--- src/rtl/sc_register_bank_if.sv ---
// C-bus write port and register read-out bundle of the datapath register bank.
interface sc_register_bank_if #(
  parameter int DATAWIDTH_BUS                 = 32,
  parameter int DATAWIDTH_SCRATCHPAD_DIRECTION = 5,
  parameter int DATAWIDTH_MIR_DIRECTION        = 6
);
  logic [DATAWIDTH_BUS-1:0]                  SC_REGBANK_data_InBus;
  logic                                      SC_REGBANK_Write_In;
  logic                                      SC_REGBANK_Select_In;
  logic [DATAWIDTH_SCRATCHPAD_DIRECTION-1:0] SC_REGBANK_ScratchpadSelection_InBus;
  logic [DATAWIDTH_MIR_DIRECTION-1:0]        SC_REGBANK_MIRSelection_InBus;
  logic [DATAWIDTH_BUS-1:0] SC_REGBANK_data0_OutBus,  SC_REGBANK_data1_OutBus;
  logic [DATAWIDTH_BUS-1:0] SC_REGBANK_data2_OutBus,  SC_REGBANK_data3_OutBus;
  logic [DATAWIDTH_BUS-1:0] SC_REGBANK_data4_OutBus,  SC_REGBANK_data5_OutBus;
  logic [DATAWIDTH_BUS-1:0] SC_REGBANK_data6_OutBus,  SC_REGBANK_data7_OutBus;
  logic [DATAWIDTH_BUS-1:0] SC_REGBANK_data8_OutBus,  SC_REGBANK_data9_OutBus;
  logic [DATAWIDTH_BUS-1:0] SC_REGBANK_data10_OutBus, SC_REGBANK_data11_OutBus;
  logic [DATAWIDTH_BUS-1:0] SC_REGBANK_data12_OutBus, SC_REGBANK_data13_OutBus;
  logic [DATAWIDTH_BUS-1:0] SC_REGBANK_data14_OutBus, SC_REGBANK_data15_OutBus;
  logic                     SC_REGBANK_WriteAck_Out;
  logic                     SC_REGBANK_WriteIgnored_Out;

  modport master (
    output SC_REGBANK_data_InBus, SC_REGBANK_Write_In, SC_REGBANK_Select_In,
           SC_REGBANK_ScratchpadSelection_InBus, SC_REGBANK_MIRSelection_InBus,
    input  SC_REGBANK_data0_OutBus,  SC_REGBANK_data1_OutBus,  SC_REGBANK_data2_OutBus,
           SC_REGBANK_data3_OutBus,  SC_REGBANK_data4_OutBus,  SC_REGBANK_data5_OutBus,
           SC_REGBANK_data6_OutBus,  SC_REGBANK_data7_OutBus,  SC_REGBANK_data8_OutBus,
           SC_REGBANK_data9_OutBus,  SC_REGBANK_data10_OutBus, SC_REGBANK_data11_OutBus,
           SC_REGBANK_data12_OutBus, SC_REGBANK_data13_OutBus, SC_REGBANK_data14_OutBus,
           SC_REGBANK_data15_OutBus, SC_REGBANK_WriteAck_Out, SC_REGBANK_WriteIgnored_Out
  );

  modport slave (
    input  SC_REGBANK_data_InBus, SC_REGBANK_Write_In, SC_REGBANK_Select_In,
           SC_REGBANK_ScratchpadSelection_InBus, SC_REGBANK_MIRSelection_InBus,
    output SC_REGBANK_data0_OutBus,  SC_REGBANK_data1_OutBus,  SC_REGBANK_data2_OutBus,
           SC_REGBANK_data3_OutBus,  SC_REGBANK_data4_OutBus,  SC_REGBANK_data5_OutBus,
           SC_REGBANK_data6_OutBus,  SC_REGBANK_data7_OutBus,  SC_REGBANK_data8_OutBus,
           SC_REGBANK_data9_OutBus,  SC_REGBANK_data10_OutBus, SC_REGBANK_data11_OutBus,
           SC_REGBANK_data12_OutBus, SC_REGBANK_data13_OutBus, SC_REGBANK_data14_OutBus,
           SC_REGBANK_data15_OutBus, SC_REGBANK_WriteAck_Out, SC_REGBANK_WriteIgnored_Out
  );
endinterface

--- src/rtl/sc_register_bank.sv ---
// 16-entry general-purpose register bank. r0 is hardwired to zero; one C-bus
// write per clock, destination taken from the IR rd field or the MIR C field.
module sc_register_bank #(
  parameter int                     DATAWIDTH_BUS                 = 32,
  parameter int                     DATAWIDTH_SCRATCHPAD_DIRECTION = 5,
  parameter int                     DATAWIDTH_MIR_DIRECTION        = 6,
  parameter logic [DATAWIDTH_BUS-1:0] RESET_VALUE_R14             = 32'h0000_0000
) (
  input logic               SC_REGBANK_CLOCK_50,
  input logic               SC_REGBANK_RESET_InLow,
  sc_register_bank_if.slave bus
);

  localparam int AW = DATAWIDTH_MIR_DIRECTION;
  localparam logic [AW-1:0] ADDR_ZERO  = AW'(0);
  localparam logic [AW-1:0] ADDR_LIMIT = AW'(16);

  // r1..r15 only; r0 has no storage since it always reads zero.
  logic [15:1][DATAWIDTH_BUS-1:0] regs_q, regs_d;
  logic                           ack_q, ack_d;
  logic                           ign_q, ign_d;
  logic [AW-1:0]                  addr_s;
  logic                           addr_ok_s;

  // Effective destination: IR field is zero-extended so it is compared at full width.
  assign addr_s = bus.SC_REGBANK_Select_In
                ? bus.SC_REGBANK_MIRSelection_InBus
                : {{(AW-DATAWIDTH_SCRATCHPAD_DIRECTION){1'b0}}, bus.SC_REGBANK_ScratchpadSelection_InBus};

  // Only 1..15 are writable; 16..63 must not alias low registers.
  assign addr_ok_s = (addr_s != ADDR_ZERO) && (addr_s < ADDR_LIMIT);

  // Next-state: at most one register loads; status reports accepted vs discarded write.
  always_comb begin
    regs_d = regs_q;
    ack_d  = 1'b0;
    ign_d  = 1'b0;
    if (bus.SC_REGBANK_Write_In) begin
      if (addr_ok_s) begin
        regs_d[addr_s[3:0]] = bus.SC_REGBANK_data_InBus;
        ack_d               = 1'b1;
      end else begin
        ign_d = 1'b1;
      end
    end else begin
      ack_d = 1'b0;
      ign_d = 1'b0;
    end
  end

  // State register with synchronous active-low reset that overrides any write.
  always_ff @(posedge SC_REGBANK_CLOCK_50) begin
    if (!SC_REGBANK_RESET_InLow) begin
      for (int i = 1; i < 16; i++) begin
        if (i == 14) begin
          regs_q[i] <= RESET_VALUE_R14;
        end else begin
          regs_q[i] <= {DATAWIDTH_BUS{1'b0}};
        end
      end
      ack_q <= 1'b0;
      ign_q <= 1'b0;
    end else begin
      regs_q <= regs_d;
      ack_q  <= ack_d;
      ign_q  <= ign_d;
    end
  end

  assign bus.SC_REGBANK_data0_OutBus     = {DATAWIDTH_BUS{1'b0}};
  assign bus.SC_REGBANK_data1_OutBus     = regs_q[1];
  assign bus.SC_REGBANK_data2_OutBus     = regs_q[2];
  assign bus.SC_REGBANK_data3_OutBus     = regs_q[3];
  assign bus.SC_REGBANK_data4_OutBus     = regs_q[4];
  assign bus.SC_REGBANK_data5_OutBus     = regs_q[5];
  assign bus.SC_REGBANK_data6_OutBus     = regs_q[6];
  assign bus.SC_REGBANK_data7_OutBus     = regs_q[7];
  assign bus.SC_REGBANK_data8_OutBus     = regs_q[8];
  assign bus.SC_REGBANK_data9_OutBus     = regs_q[9];
  assign bus.SC_REGBANK_data10_OutBus    = regs_q[10];
  assign bus.SC_REGBANK_data11_OutBus    = regs_q[11];
  assign bus.SC_REGBANK_data12_OutBus    = regs_q[12];
  assign bus.SC_REGBANK_data13_OutBus    = regs_q[13];
  assign bus.SC_REGBANK_data14_OutBus    = regs_q[14];
  assign bus.SC_REGBANK_data15_OutBus    = regs_q[15];
  assign bus.SC_REGBANK_WriteAck_Out     = ack_q;
  assign bus.SC_REGBANK_WriteIgnored_Out = ign_q;

endmodule

--- src/flat_wrapper.sv ---
// flat-port wrapper written by rule: the top's interface ports become plain ports
module sc_register_bank_flat 
#(
  parameter int                     DATAWIDTH_BUS                 = 32,
  parameter int                     DATAWIDTH_SCRATCHPAD_DIRECTION = 5,
  parameter int                     DATAWIDTH_MIR_DIRECTION        = 6,
  parameter logic [DATAWIDTH_BUS-1:0] RESET_VALUE_R14             = 32'h0000_0000
)
  (SC_REGBANK_CLOCK_50, SC_REGBANK_RESET_InLow, bus_SC_REGBANK_data_InBus, bus_SC_REGBANK_Write_In, bus_SC_REGBANK_Select_In, bus_SC_REGBANK_ScratchpadSelection_InBus, bus_SC_REGBANK_MIRSelection_InBus, bus_SC_REGBANK_data0_OutBus, bus_SC_REGBANK_data1_OutBus, bus_SC_REGBANK_data2_OutBus, bus_SC_REGBANK_data3_OutBus, bus_SC_REGBANK_data4_OutBus, bus_SC_REGBANK_data5_OutBus, bus_SC_REGBANK_data6_OutBus, bus_SC_REGBANK_data7_OutBus, bus_SC_REGBANK_data8_OutBus, bus_SC_REGBANK_data9_OutBus, bus_SC_REGBANK_data10_OutBus, bus_SC_REGBANK_data11_OutBus, bus_SC_REGBANK_data12_OutBus, bus_SC_REGBANK_data13_OutBus, bus_SC_REGBANK_data14_OutBus, bus_SC_REGBANK_data15_OutBus, bus_SC_REGBANK_WriteAck_Out, bus_SC_REGBANK_WriteIgnored_Out);
  sc_register_bank_if #(.DATAWIDTH_BUS(DATAWIDTH_BUS), .DATAWIDTH_SCRATCHPAD_DIRECTION(DATAWIDTH_SCRATCHPAD_DIRECTION), .DATAWIDTH_MIR_DIRECTION(DATAWIDTH_MIR_DIRECTION)) bus_i ();
  input logic SC_REGBANK_CLOCK_50;
  input logic SC_REGBANK_RESET_InLow;
  input wire logic [$bits(bus_i.SC_REGBANK_data_InBus)-1:0] bus_SC_REGBANK_data_InBus;
  input wire logic [$bits(bus_i.SC_REGBANK_Write_In)-1:0] bus_SC_REGBANK_Write_In;
  input wire logic [$bits(bus_i.SC_REGBANK_Select_In)-1:0] bus_SC_REGBANK_Select_In;
  input wire logic [$bits(bus_i.SC_REGBANK_ScratchpadSelection_InBus)-1:0] bus_SC_REGBANK_ScratchpadSelection_InBus;
  input wire logic [$bits(bus_i.SC_REGBANK_MIRSelection_InBus)-1:0] bus_SC_REGBANK_MIRSelection_InBus;
  output wire logic [$bits(bus_i.SC_REGBANK_data0_OutBus)-1:0] bus_SC_REGBANK_data0_OutBus;
  output wire logic [$bits(bus_i.SC_REGBANK_data1_OutBus)-1:0] bus_SC_REGBANK_data1_OutBus;
  output wire logic [$bits(bus_i.SC_REGBANK_data2_OutBus)-1:0] bus_SC_REGBANK_data2_OutBus;
  output wire logic [$bits(bus_i.SC_REGBANK_data3_OutBus)-1:0] bus_SC_REGBANK_data3_OutBus;
  output wire logic [$bits(bus_i.SC_REGBANK_data4_OutBus)-1:0] bus_SC_REGBANK_data4_OutBus;
  output wire logic [$bits(bus_i.SC_REGBANK_data5_OutBus)-1:0] bus_SC_REGBANK_data5_OutBus;
  output wire logic [$bits(bus_i.SC_REGBANK_data6_OutBus)-1:0] bus_SC_REGBANK_data6_OutBus;
  output wire logic [$bits(bus_i.SC_REGBANK_data7_OutBus)-1:0] bus_SC_REGBANK_data7_OutBus;
  output wire logic [$bits(bus_i.SC_REGBANK_data8_OutBus)-1:0] bus_SC_REGBANK_data8_OutBus;
  output wire logic [$bits(bus_i.SC_REGBANK_data9_OutBus)-1:0] bus_SC_REGBANK_data9_OutBus;
  output wire logic [$bits(bus_i.SC_REGBANK_data10_OutBus)-1:0] bus_SC_REGBANK_data10_OutBus;
  output wire logic [$bits(bus_i.SC_REGBANK_data11_OutBus)-1:0] bus_SC_REGBANK_data11_OutBus;
  output wire logic [$bits(bus_i.SC_REGBANK_data12_OutBus)-1:0] bus_SC_REGBANK_data12_OutBus;
  output wire logic [$bits(bus_i.SC_REGBANK_data13_OutBus)-1:0] bus_SC_REGBANK_data13_OutBus;
  output wire logic [$bits(bus_i.SC_REGBANK_data14_OutBus)-1:0] bus_SC_REGBANK_data14_OutBus;
  output wire logic [$bits(bus_i.SC_REGBANK_data15_OutBus)-1:0] bus_SC_REGBANK_data15_OutBus;
  output wire logic [$bits(bus_i.SC_REGBANK_WriteAck_Out)-1:0] bus_SC_REGBANK_WriteAck_Out;
  output wire logic [$bits(bus_i.SC_REGBANK_WriteIgnored_Out)-1:0] bus_SC_REGBANK_WriteIgnored_Out;
  assign bus_i.SC_REGBANK_data_InBus = bus_SC_REGBANK_data_InBus;
  assign bus_i.SC_REGBANK_Write_In = bus_SC_REGBANK_Write_In;
  assign bus_i.SC_REGBANK_Select_In = bus_SC_REGBANK_Select_In;
  assign bus_i.SC_REGBANK_ScratchpadSelection_InBus = bus_SC_REGBANK_ScratchpadSelection_InBus;
  assign bus_i.SC_REGBANK_MIRSelection_InBus = bus_SC_REGBANK_MIRSelection_InBus;
  assign bus_SC_REGBANK_data0_OutBus = bus_i.SC_REGBANK_data0_OutBus;
  assign bus_SC_REGBANK_data1_OutBus = bus_i.SC_REGBANK_data1_OutBus;
  assign bus_SC_REGBANK_data2_OutBus = bus_i.SC_REGBANK_data2_OutBus;
  assign bus_SC_REGBANK_data3_OutBus = bus_i.SC_REGBANK_data3_OutBus;
  assign bus_SC_REGBANK_data4_OutBus = bus_i.SC_REGBANK_data4_OutBus;
  assign bus_SC_REGBANK_data5_OutBus = bus_i.SC_REGBANK_data5_OutBus;
  assign bus_SC_REGBANK_data6_OutBus = bus_i.SC_REGBANK_data6_OutBus;
  assign bus_SC_REGBANK_data7_OutBus = bus_i.SC_REGBANK_data7_OutBus;
  assign bus_SC_REGBANK_data8_OutBus = bus_i.SC_REGBANK_data8_OutBus;
  assign bus_SC_REGBANK_data9_OutBus = bus_i.SC_REGBANK_data9_OutBus;
  assign bus_SC_REGBANK_data10_OutBus = bus_i.SC_REGBANK_data10_OutBus;
  assign bus_SC_REGBANK_data11_OutBus = bus_i.SC_REGBANK_data11_OutBus;
  assign bus_SC_REGBANK_data12_OutBus = bus_i.SC_REGBANK_data12_OutBus;
  assign bus_SC_REGBANK_data13_OutBus = bus_i.SC_REGBANK_data13_OutBus;
  assign bus_SC_REGBANK_data14_OutBus = bus_i.SC_REGBANK_data14_OutBus;
  assign bus_SC_REGBANK_data15_OutBus = bus_i.SC_REGBANK_data15_OutBus;
  assign bus_SC_REGBANK_WriteAck_Out = bus_i.SC_REGBANK_WriteAck_Out;
  assign bus_SC_REGBANK_WriteIgnored_Out = bus_i.SC_REGBANK_WriteIgnored_Out;
  sc_register_bank #(.DATAWIDTH_BUS(DATAWIDTH_BUS), .DATAWIDTH_SCRATCHPAD_DIRECTION(DATAWIDTH_SCRATCHPAD_DIRECTION), .DATAWIDTH_MIR_DIRECTION(DATAWIDTH_MIR_DIRECTION), .RESET_VALUE_R14(RESET_VALUE_R14)) u_core (.SC_REGBANK_CLOCK_50(SC_REGBANK_CLOCK_50), .SC_REGBANK_RESET_InLow(SC_REGBANK_RESET_InLow), .bus(bus_i));
endmodule
--- config.mk ---
export PLATFORM = sky130hd
export DESIGN_NAME = sc_register_bank_flat
export DESIGN_NICKNAME = d
export VERILOG_FILES = /design/src/rtl/sc_register_bank_if.sv /design/src/rtl/sc_register_bank.sv /design/src/flat_wrapper.sv
export SDC_FILE = /design/constraint.sdc
export NUM_CORES = 1
export LEC_CHECK = 0
export BUFFER_PORTS_ARGS = -buffer_cell sky130_fd_sc_hd__buf_2
export CAP_MARGIN = 20
export CELL_PAD_IN_SITES_DETAIL_PLACEMENT = 2
export CELL_PAD_IN_SITES_GLOBAL_PLACEMENT = 2
export CORE_MARGIN = 2
export CORE_UTILIZATION = 31
export CTS_CLUSTER_DIAMETER = 60
export DETAILED_ROUTE_END_ITERATION = 7
export MAX_ROUTING_LAYER = met4
export PLACE_DENSITY_LB_ADDON = 0.1
export SETUP_SLACK_MARGIN = 0.15
export SYNTH_ARGS = -nofsm -noshare
export SYNTH_HDL_FRONTEND = slang
export SYNTH_SLANG_ARGS = --single-unit
--- constraint.sdc ---
create_clock -name SC_REGBANK_CLOCK_50 -period 2.2 [get_ports SC_REGBANK_CLOCK_50]
set_input_delay 0.22 -clock SC_REGBANK_CLOCK_50 [delete_from_list [all_inputs] [get_ports SC_REGBANK_CLOCK_50]]
set_output_delay 0.22 -clock SC_REGBANK_CLOCK_50 [all_outputs]
set_load 0.01 [all_outputs]
=== Word-level counts from Yosys, hierarchy flattened ===
Cells that the tools add are included.

* Register bits: 482
* Memory bits (writable): 0
* Input port bits: 47
* Memories: 0
* Bits in read-only memories: 0
* Latch bits: 0
* Logic and storage cells: 31

* Bitwise operators: 0
* Equality and inequality tests: 0
* Divide/modulo/power cells: 0
* Mux-type cells: 6
* Order comparisons: 3
* $add $sub $neg: 0
* Reduce and logical (&&, ||, !) cells: 5
* $mul: 0
* Shift operators: 0

{| class="wikitable"
|+ Operator list
! cell !! count
|-
| 480-bit bitwise mux || 1
|-
| 32-bit demux with 4-bit select || 1
|-
| 32-bit two-way mux || 1
|-
| 6-bit by 5-bit less-than comparator with 1-bit output, second input constant || 1
|-
| 6-bit two-way mux || 1
|-
| 6-bit nonzero test || 1
|-
| 4-bit by 5-bit less-than comparator with 1-bit output, second input constant || 1
|-
| 4-bit by 1-bit >= comparator with 1-bit output, second input constant || 1
|-
| 2-bit AND reduction || 2
|-
| 1-bit logical AND || 2
|-
| 1-bit two-way mux || 2
|}

=== Depth between registers and ports, before layout ===
Gate-level depths: netlist of run 1.

* Word-level depth: 6
* Depth in mapped cells: 7

=== Least setup slack after synthesis of run 1 ===
Ideal clock, no wire load.

* Path kind: input port to flip-flop
* Start point: input port bus_SC_REGBANK_Select_In
* End point: register u_core.regs_q (netlist bit u_core.bus.SC_REGBANK_data4_OutBus[10])
* Setup time: 0.072 ns
* Slack: 0.551 ns
* Required time: 2.128 ns
* Buffers on the path: 3
* Arrival: 1.577 ns
* Cell stages on the path: 7
* Path through: buf_6 > buf_2 > nor3b_1 > o21ai_1 > nor3_4 > buf_6 > mux2i_1

* Word-level cells in the longest chain between the ends: 6
* Elaborated cells on any way between the ends: 11

{| class="wikitable"
|+ RTL lines
! what !! RTL line !! text
|-
| from (decl) || flat_wrapper.sv:15 || <nowiki>input wire logic [$bits(bus_i.SC_REGBANK_Select_In)-1:0] bus_SC_REGBANK_Select_In;</nowiki>
|-
| 6-bit two-way mux * || sc_register_bank.sv:27 || <nowiki>? bus.SC_REGBANK_MIRSelection_InBus</nowiki>
|-
| 4-bit by 5-bit less-than comparator with 1-bit output (not written as such) or 4-bit by 1-bit >= comparator with 1-bit output (tied branches) || sc_register_bank.sv:40 || <nowiki>regs_d[addr_s[3:0]] = bus.SC_REGBANK_data_InBus;</nowiki>
|-
| 1-bit logical AND (not written as such) || sc_register_bank.sv:40 ||
|-
| 32-bit two-way mux (not written as such) || sc_register_bank.sv:40 ||
|-
| 32-bit demux with 4-bit select || - ||
|-
| 480-bit bitwise mux || sc_register_bank.sv:40 ||
|-
| to (signal, indexed assignment) || sc_register_bank.sv:58 || <nowiki>regs_q[i] <= {DATAWIDTH_BUS{1'b0}};</nowiki>
|-
| to (signal assigned) || sc_register_bank.sv:64 || <nowiki>regs_q <= regs_d;</nowiki>
|-
| to (decl) || sc_register_bank.sv:19 || <nowiki>logic [15:1][DATAWIDTH_BUS-1:0] regs_q, regs_d;</nowiki>
|}

Mark *: on every way between the ends. The rest lies on a longest branch, timed or not.
A chain may end at the register's enable or synchronous reset.

=== Final worst setup path of run 1 ===
* Start point: input port bus_SC_REGBANK_Write_In
* End point: register u_core.regs_q (netlist bit u_core.bus.SC_REGBANK_data4_OutBus[30])

* Word-level cells in the longest chain between the ends: 1

{| class="wikitable"
|+ RTL lines
! what !! RTL line !! text
|-
| from (decl) || flat_wrapper.sv:14 || <nowiki>input wire logic [$bits(bus_i.SC_REGBANK_Write_In)-1:0] bus_SC_REGBANK_Write_In;</nowiki>
|-
| 2-bit AND reduction (no line) || - ||
|}

No other way between the ends.

==> results of run 1 <==
[worst min-delay path: cells and delay by family]
kind	cells	cell delay (ns)
and+or+nand+nor	1	0.11
buffers and inverters	1	0.22
muxes	1	0.05
[flip-flops by register name, indices dropped and copies added, names as in the netlist]
name and cells:
u_core.bus.SC_REGBANK_data11_OutBus 32, u_core.bus.SC_REGBANK_data2_OutBus 32, u_core.bus.SC_REGBANK_data15_OutBus 32, u_core.bus.SC_REGBANK_WriteAck_Out 1, u_core.bus.SC_REGBANK_data13_OutBus 32, u_core.bus.SC_REGBANK_WriteIgnored_Out 1, u_core.bus.SC_REGBANK_data14_OutBus 32, u_core.bus.SC_REGBANK_data7_OutBus 32
u_core.bus.SC_REGBANK_data4_OutBus 32, u_core.bus.SC_REGBANK_data3_OutBus 32, u_core.bus.SC_REGBANK_data10_OutBus 32, u_core.bus.SC_REGBANK_data1_OutBus 32, u_core.bus.SC_REGBANK_data5_OutBus 32, u_core.bus.SC_REGBANK_data12_OutBus 32, u_core.bus.SC_REGBANK_data8_OutBus 32, u_core.bus.SC_REGBANK_data6_OutBus 32
u_core.bus.SC_REGBANK_data9_OutBus 32
[per-stage QoR]
| step | util | total power [mW] | setup WS (ns) |
|---|---|---|---|
| after floorplan | - | 9.48 | 0.551 |
| after global placement | 0.377 | 9.86 | 0.134 |
| after detailed placement | 0.377 | 9.87 | 0.0531 |
| after CTS | 0.408 | 18.8 | 0.447 |
| after global routing | 0.408 | 19.3 | 0.345 |
| final | 0.408 | 18.6 | 0.416 |
[metal layers]
metal	GRT usage	wire [um]	part of all wire	vias to the layer above
li1	-	-	-	6527
met1	0.267	28300	0.40	7039
met2	0.417	35500	0.50	365
met3	0.0688	4930	0.069	95
met4	0.0778	2360	0.033	0
met5	-	0	0	-
[layout make-up]
cell class / count / area (sq um)
fillers: 6121 / 33400
flip-flops and latches: 482 / 9650
multi-input cells: 1070 / 7320
repair buffers: 599 / 3430
clock buffers: 75 / 1500
well taps: 756 / 946
clock inverters: 20 / 216
diodes: 1 / 2.50
[placed cells by master, fill, tap and decap left out, types with 2 or more instances in the layout]
master	synthesis	layout
dlygate4sd3_1	0	2
dfxtp_1	482	482
buf_2	3	527
clkinv_2	0	11
clkbuf_16	0	53
o21ai_2	2	2
nor3_4	3	3
nor2_1	3	3
conb_1	1	32
nor2_4	0	9
inv_6	0	2
o22ai_1	2	2
bufinv_16	0	4
nor3b_1	4	4
clkbuf_8	0	9
o22ai_2	2	2
nand4b_4	2	2
and3_1	2	2
nand2_1	513	513
clkbuf_1	89	13
buf_4	68	50
buf_12	0	19
clkinvlp_4	0	2
and3b_1	6	6
mux2i_1	480	480
[worst min path at each step]
stage / start / to / slack (ns) / cells past startpoint
after floorplan: bus_SC_REGBANK_data_InBus[0] / u_core.bus.SC_REGBANK_data10_OutBus[0] / 0.47 / 2
after global placement: u_core.bus.SC_REGBANK_data11_OutBus[24] / u_core.bus.SC_REGBANK_data11_OutBus[24] / 0.44 / 2
after detailed placement: u_core.bus.SC_REGBANK_data15_OutBus[21] / u_core.bus.SC_REGBANK_data15_OutBus[21] / 0.44 / 2
after CTS: SC_REGBANK_RESET_InLow / u_core.bus.SC_REGBANK_data11_OutBus[31] / 0.03 / 3
after global routing: SC_REGBANK_RESET_InLow / u_core.bus.SC_REGBANK_data8_OutBus[27] / 0.07 / 3
final: SC_REGBANK_RESET_InLow / u_core.bus.SC_REGBANK_data7_OutBus[28] / 0.06 / 3
[kinds of logic after synthesis]
group                  synth area share
flip-flops                        0.543
AND/OR/NAND/NOR                   0.126
other                          0.000211
multiplexers                      0.270
buffers and inverters            0.0547
AO/OA/AOI/OAI                   0.00535
[timing repair]
action	4_1_cts	5_1_grt
hold buffers	2	0
setup endpoints to repair	0	0
gates resized for setup	0	0
hold endpoints to repair	4	0
[report_power, final]
| part | total [mW] | internal (mW) | switching (mW) |
|---|---|---|---|
| logic | 0.853 | 0.235 | 0.618 |
| registers | 8.81 | 8.78 | 0.0268 |
| clock network | 8.91 | 5.20 | 3.71 |
==> flow_summary.json, run 1 <==
{
  "synth_area_per_cell_sq_um": 10.5,
  "critPathArrivalTime_ns": 2.29,
  "ir_drop_v": 0.000562,
  "hold_viol_final": 0,
  "seq_area_frac_synth": 0.543,
  "areaGrowthSynthToFinish_pct": 29.8,
  "grt_start_max_net_pins": 109,
  "timing.fmax_mhz": 561,
  "cts_inserted_buffers": 53,
  "initial_core_util": 0.314,
  "whs_ns": 0.0607,
  "r2r-start": "u_core.bus.SC_REGBANK_data9_OutBus[10]",
  "reg2reg_slack_ns": 1.48,
  "clock-sinks": 482,
  "cp_slowest_cell": "dlygate4sd3_1",
  "crit_chain": "dlygate4sd3_1, buf_2, o21ai_1, nor3_4, buf_12, mux2i_1",
  "grt_pass1_vias": 15200,
  "die_h_um": 243,
  "p_per_area_mw_per_mm2": 805,
  "die_area_sq_mm": 0.0592,
  "netlist_area_sq_mm": 0.0178,
  "yosysMostFrequentCell": "nand2_1",
  "cts_buffer_depth": 3,
  "crit_path_start_kind": "input pin",
  "max_slew.worst_pin.slew_ns": 0.888,
  "place_area_sq_mm": 0.0213,
  "p_leak_nw": 10.4,
  "port_buffers": 528,
  "crit_end": "u_core.bus.SC_REGBANK_data4_OutBus[30]",
  "drt-wirelength-per-cell_um": 23.6,
  "ios": 561,
  "hold_path.class": "input pin to flip-flop",
  "place_congestion": 0.762,
  "startpoint": "bus_SC_REGBANK_Write_In",
  "max_stage_delay_ns": 0.54,
  "dr.pass1.iters": 4,
  "post-cts-setup-buffers": 0,
  "dp_cells": 2905,
  "yosysTopAreaCellShare": 0.543,
  "grt_pass1_wl_um": 104000,
  "crit_family": "buffers and inverters",
  "ant_nets": 0,
  "cp-end-kind": "flip-flop",
  "yosys-top-cells-count": "nand2_1, dfxtp_1, mux2i_1, clkbuf_1, buf_4",
  "cts-root-buf": "clkbuf_16",
  "critical_path_depth": 6,
  "die_width_um": 243,
  "grt_use_total": 0.241,
  "maxCapViolations": 0,
  "worstPathBufferInverterCount": 3,
  "ys_seq_elements": 482,
  "ys_types": 27,
  "finalSetupViolCount": 0,
  "stdcell_area_sq_mm": 0.0231,
  "synth_edf_count": 0,
  "min_period_ns": 1.78,
  "final_cells": 3003,
  "rr_worst_depth": 2,
  "syn_inst": 1691,
  "yosys_warnings": 0,
  "viasPerCell": 4.67,
  "finClkSkew_ns": 0,
  "fin_tns_setup_ns": 0,
  "period_share": 0.811,
  "globalRoute.totalOverflow": 0,
  "run_status": "complete, no violations",
  "required_ns": 2.70,
  "rows": 87,
  "drt_iter0_markers": 386,
  "clkLatencyLatePin_ns": 0.59,
  "fp.coreArea_sq_mm": 0.0565,
  "synth.area.top_cells": "dfxtp_1, mux2i_1, nand2_1, buf_4, clkbuf_1",
  "r2r_end": "u_core.bus.SC_REGBANK_data9_OutBus[10]",
  "rsz0062_at_grt": "false",
  "cts_tree": "done",
  "slew_viol_final": 0,
  "dpl.hpwl_um": 50000,
  "ys.flop_type": "dfxtp_1",
  "path_max_fanout": 32,
  "synthArstFlopShare": 0,
  "slew_headroom": 0.408,
  "route.detailed.drc": 0,
  "via_count": 14000,
  "antenna_found_initial": 1,
  "wl_um": 71000,
  "layout.nets": 2253,
  "h-tree-depth": 2,
  "clk_pin_slew_ns": 0.06,
  "drive_above_1_share": 0.313,
  "yosys.area.top_type": "dfxtp_1",
  "critPathKind": "input pin to flip-flop"
}
(Power assumes the default switching activity.)
==> run 2, diff against run 1 <==
--- a/config.mk
+++ b/config.mk
@@ -10,7 +10,7 @@
 export CELL_PAD_IN_SITES_DETAIL_PLACEMENT = 2
 export CELL_PAD_IN_SITES_GLOBAL_PLACEMENT = 2
 export CORE_MARGIN = 2
-export CORE_UTILIZATION = 31
+export CORE_UTILIZATION = 28
 export CTS_CLUSTER_DIAMETER = 60
 export DETAILED_ROUTE_END_ITERATION = 7
 export MAX_ROUTING_LAYER = met4
==> constraint.sdc (replaced) <==
create_clock -name SC_REGBANK_CLOCK_50 -period 1.6 [get_ports SC_REGBANK_CLOCK_50]
set_input_delay 0.16 -clock SC_REGBANK_CLOCK_50 [delete_from_list [all_inputs] [get_ports SC_REGBANK_CLOCK_50]]
set_output_delay 0.16 -clock SC_REGBANK_CLOCK_50 [all_outputs]
set_load 0.01 [all_outputs]
==> flow_summary.json, run 2 (same netlist as run 1, synthesis figures left out) <==
{
  "die_h_um": 256,
  "clkLatencyLatePin_ns": 0.59,
  "grt_use_total": 0.223,
  "layout_common_cells": "buf_2, nand2_1, dfxtp_1",
  "port_buffers": 528,
  "worstPathBufferInverterCount": 1,
  "cp-end-kind": "output pin",
  "finalSetupViolCount": 0,
  "place_ws_ns": -0.396,
  "grt_pass1_vias": 15300,
  "h-tree-depth": 2,
  "dpl.hpwl_um": 52200,
  "max_stage_delay_ns": 0.42,
  "max_slew.worst_pin.slew_ns": 0.780,
  "run_status": "complete, no violations",
  "grt_pass1_wl_um": 106000,
  "cts-root-buf": "clkbuf_16",
  "rsz0062_at_grt": "false",
  "die_area_sq_mm": 0.0655,
  "ios": 561,
  "rows": 92,
  "drt_iter0_markers": 451,
  "critPathArrivalTime_ns": 1.23,
  "die_width_um": 256,
  "ir_drop_v": 0.000706,
  "viasPerCell": 4.53,
  "period_share": 0.869,
  "crit_chain": "buf_2",
  "cts_inserted_buffers": 56,
  "route.detailed.drc": 0,
  "crit_path_start_kind": "flip-flop",
  "globalRoute.totalOverflow": 0,
  "antenna_found_initial": 2,
  "initial_core_util": 0.283,
  "fillers": 6852,
  "hold_viol_final": 0,
  "via_count": 14200,
  "total_power_mw": 26.6,
  "final_common_cell": "buf_2",
  "critical_path_depth": 1,
  "fp.coreArea_sq_mm": 0.0629,
  "slew_headroom": 0.480,
  "maxCapViolations": 0,
  "rr_worst_depth": 2,
  "stdcell_area_sq_mm": 0.0238,
  "required_ns": 1.44,
  "dr.pass1.iters": 4,
  "place_area_sq_mm": 0.0217,
  "cp_slowest_cell": "dfxtp_1",
  "fin_tns_setup_ns": 0,
  "crit_family": "flip-flops",
  "path_max_fanout": 2,
  "slew_viol_final": 0,
  "hold_path.class": "input pin to flip-flop",
  "p_per_area_mw_per_mm2": 1120,
  "layout.nets": 2284,
  "postLayoutCoreUtil": 0.378,
  "cts_buffer_depth": 3,
  "drive_above_1_share": 0.319,
  "grt_start_max_net_pins": 114,
  "timing.fmax_mhz": 719,
  "drt-wirelength-per-cell_um": 23.2,
  "fin_ws_ns": 0.210,
  "clock-sinks": 482,
  "finClkSkew_ns": 0,
  "critPathKind": "flip-flop to output pin",
  "dp_cells": 3015,
  "place_congestion": 0.773,
  "final_cells": 3129,
  "clk_pin_slew_ns": 0.06,
  "min_period_ns": 1.39,
  "ant_nets": 0,
  "hold_depth": 4,
  "p_leak_nw": 10.7,
  "wl_um": 72700,
  "whs_ns": 0.0307,
  "areaGrowthSynthToFinish_pct": 33.8,
  "cts_tree": "done"
}
## run 2: changes by cell type in the layout (fill, tap and decap cells not counted), moves of 2 or more
cell,previous run,this run
clkbuf_8,9,16
buf_4,50,58
clkbuf_1,13,15
clkbuf_16,53,56
dlygate4sd3_1,2,10
clkinv_2,11,6
buf_12,19,31
## run 2: routing by layer
layer	GRT usage	vias to the layer above	routed length [um]
met4	0.0700	0	2340
li1	-	6583	-
met1	0.245	7144	29400
met3	0.0580	100	4010
met5	-	-	0
met2	0.391	336	36900
## run 2: repair_timing
item / 4_1_cts / 5_1_grt
gates resized for setup: 0 / 1
hold endpoints to repair: 23 / 0
endpoints found under the setup margin: 0 / 1
setup buffers: 0 / 0
hold buffers: 10 / 0
## run 2: worst reg2reg max path, stage by stage (launching register included)
cell     delay [ns]
dfxtp_1        0.42
nand2_1        0.08
mux2i_1        0.13
## run 2: layout make-up
cell class,instances,area [sq um],share of cell area
flip-flops and latches,482,9650,0.406
clock inverters,16,233,0.00979
well taps,846,1060,0.0445
clock buffers,87,1680,0.0706
diodes,1,2.50,0.000105
multi-input cells,1070,7330,0.309
repair buffers,627,3810,0.160
## run 2: power by group
| group | total, mW | internal, mW | switching [mW] |
|---|---|---|---|
| Clock | 13.3 | 7.99 | 5.28 |
| Combinational | 1.24 | 0.380 | 0.861 |
| Sequential | 12.1 | 12.1 | 0.0363 |
## run 2: path summary, 6_finish.rpt
path / from / endpoint / slack [ns]
setup / recovery: u_core.bus.SC_REGBANK_data3_OutBus[24] / bus_SC_REGBANK_data3_OutBus[24] / 0.21
hold / removal: bus_SC_REGBANK_data_InBus[13] / u_core.bus.SC_REGBANK_data2_OutBus[13] / 0.03
setup reg to reg: u_core.bus.SC_REGBANK_data3_OutBus[24] / u_core.bus.SC_REGBANK_data3_OutBus[24] / 0.90
hold reg to reg: u_core.bus.SC_REGBANK_data11_OutBus[26] / u_core.bus.SC_REGBANK_data11_OutBus[26] / 0.45
==> run 3, diff against run 2 <==
--- a/config.mk
+++ b/config.mk
@@ -15,6 +15,7 @@
 export DETAILED_ROUTE_END_ITERATION = 7
 export MAX_ROUTING_LAYER = met4
 export PLACE_DENSITY_LB_ADDON = 0.1
+export REMOVE_ABC_BUFFERS = 1
 export SETUP_SLACK_MARGIN = 0.15
 export SYNTH_ARGS = -nofsm -noshare
 export SYNTH_HDL_FRONTEND = slang
==> flow_summary.json, run 3 (same netlist as run 1, synthesis figures left out) <==
{
  "die_area_sq_mm": 0.0655,
  "max_slew.worst_pin.slew_ns": 0.580,
  "cts_inserted_buffers": 59,
  "period_share": 0.881,
  "clock-sinks": 482,
  "required_ns": 2.13,
  "r2r-start": "u_core.bus.SC_REGBANK_data2_OutBus[16]",
  "cts_tree": "done",
  "max_stage_delay_ns": 0.57,
  "min_to": "u_core.bus.SC_REGBANK_data3_OutBus[13]",
  "slew_viol_final": 0,
  "clk_pin_slew_ns": 0.06,
  "hold_path.startpoint": "bus_SC_REGBANK_data_InBus[13]",
  "fin_ws_ns": 0.190,
  "grt_pass1_wl_um": 106000,
  "place_area_sq_mm": 0.0221,
  "crit_chain": "dlygate4sd3_1, buf_2, o21ai_1, buf_4, nor2_4, buf_12, mux2i_1",
  "grt_use_total": 0.221,
  "reg2reg_slack_ns": 0.93,
  "ios": 561,
  "fp.coreArea_sq_mm": 0.0629,
  "fin_tns_setup_ns": 0,
  "dr.pass1.iters": 4,
  "r2r_end": "u_core.bus.SC_REGBANK_data2_OutBus[16]",
  "clkLatencyLatePin_ns": 0.60,
  "hold_viol_final": 0,
  "die_width_um": 256,
  "drt_iter0_markers": 422,
  "cp-end-kind": "flip-flop",
  "wl_um": 72700,
  "critPathKind": "input pin to flip-flop",
  "p_per_area_mw_per_mm2": 1080,
  "cts_buffer_depth": 3,
  "slew_headroom": 0.614,
  "ant_nets": 0,
  "rows": 92,
  "via_count": 14200,
  "dpl.hpwl_um": 52100,
  "layout.nets": 2322,
  "min_period_ns": 1.41,
  "finClkSkew_ns": 0,
  "rsz0062_at_grt": "false",
  "drt-wirelength-per-cell_um": 22.9,
  "p_leak_nw": 10.9,
  "drive_above_1_share": 0.325,
  "ir_drop_v": 0.000754,
  "total_power_mw": 26.2,
  "final_common_cell": "buf_2",
  "place_ws_ns": -0.269,
  "route.detailed.drc": 0,
  "rr_worst_depth": 2,
  "timing.fmax_mhz": 709,
  "initial_core_util": 0.283,
  "hold_depth": 4,
  "antenna_found_initial": 1,
  "h-tree-depth": 2,
  "hold_path.class": "input pin to flip-flop",
  "layout_common_cells": "buf_2, nand2_1, dfxtp_1",
  "stdcell_area_sq_mm": 0.0241,
  "port_buffers": 528,
  "path_max_fanout": 14,
  "areaGrowthSynthToFinish_pct": 35.9,
  "run_status": "complete, no violations",
  "maxCapViolations": 0,
  "critPathArrivalTime_ns": 1.94,
  "postLayoutCoreUtil": 0.384,
  "finalSetupViolCount": 0,
  "place_congestion": 0.750,
  "cts-root-buf": "clkbuf_16",
  "crit_path_start_kind": "input pin",
  "cp_slowest_cell": "dlygate4sd3_1",
  "grt_pass1_vias": 15400,
  "grt_start_max_net_pins": 42,
  "die_h_um": 256,
  "globalRoute.totalOverflow": 0,
  "viasPerCell": 4.49
}
## run 3: cell count changes in the layout (fill, tap and decap cells not counted), sizes merged
cell         before  now
buf             617  643
dlygate4sd3      10   18
clkbuf           87   94
clkinv            8   14
bufinv            5    0
inv               2    0
clkinvlp          1    2
## run 3: cell type report
class | instances | area (sq um)
Antenna cell | 1 | 2.50
Clock buffer | 93 | 1770
Clock inverter | 16 | 88.8
Fill cell | 6934 | 38700
Multi-Input combinational cell | 1070 | 7320
Sequential cell | 482 | 9650
Tap cell | 846 | 1060
Timing Repair Buffer | 662 | 4250
## run 3: repair_timing
action	in CTS	in global routing
buffers inserted	0	2
setup endpoints to repair	0	3
gates resized for setup	0	1
hold endpoints to repair	75	0
hold buffers	18	0
## run 3: critical path: cells and delay by family
kind                   cells  cell delay [ns]
buffers and inverters      4             1.17
AND/OR/NAND/NOR            1             0.25
multiplexers               1             0.22
AO/OA/AOI/OAI              1             0.12
## run 3: worst max-delay path by stage
stage,end,slack [ns],start,cells after the start
floorplan,u_core.bus.SC_REGBANK_data3_OutBus[0],-1.08,bus_SC_REGBANK_MIRSelection_InBus[0],4
global placement,u_core.bus.SC_REGBANK_data5_OutBus[30],-0.19,bus_SC_REGBANK_Select_In,8
detailed placement,u_core.bus.SC_REGBANK_data4_OutBus[10],-0.27,bus_SC_REGBANK_Select_In,8
CTS,u_core.bus.SC_REGBANK_data4_OutBus[10],0.19,bus_SC_REGBANK_Write_In,7
global route,u_core.bus.SC_REGBANK_data5_OutBus[31],0.15,bus_SC_REGBANK_Write_In,7
finish,u_core.bus.SC_REGBANK_data5_OutBus[20],0.19,bus_SC_REGBANK_Write_In,7
## run 3: through the flow
step | hold slack, ns | std cells
after floorplan | 0.297 | 1552
after global placement | 0.439 | 3039
after detailed placement | 0.445 | 3039
after CTS | 0.00358 | 3166
after global routing | 0.0310 | 3170
final | 0.0375 | 3170
## run 3: power breakdown
part	internal, mW	switching [mW]
clock network	7.52	5.33
logic	0.416	0.799
registers	12.1	0.0369
total	20.0	6.17
## run 3: per-layer routing
| layer | vias to the layer above | wire (um) | global-route usage |
|---|---|---|---|
| met5 | - | 0 | - |
| met4 | 0 | 1410 | 0.0499 |
| met3 | 84 | 4410 | 0.0648 |
| met2 | 338 | 35600 | 0.375 |
| met1 | 7129 | 31300 | 0.259 |
| li1 | 6670 | - | - |
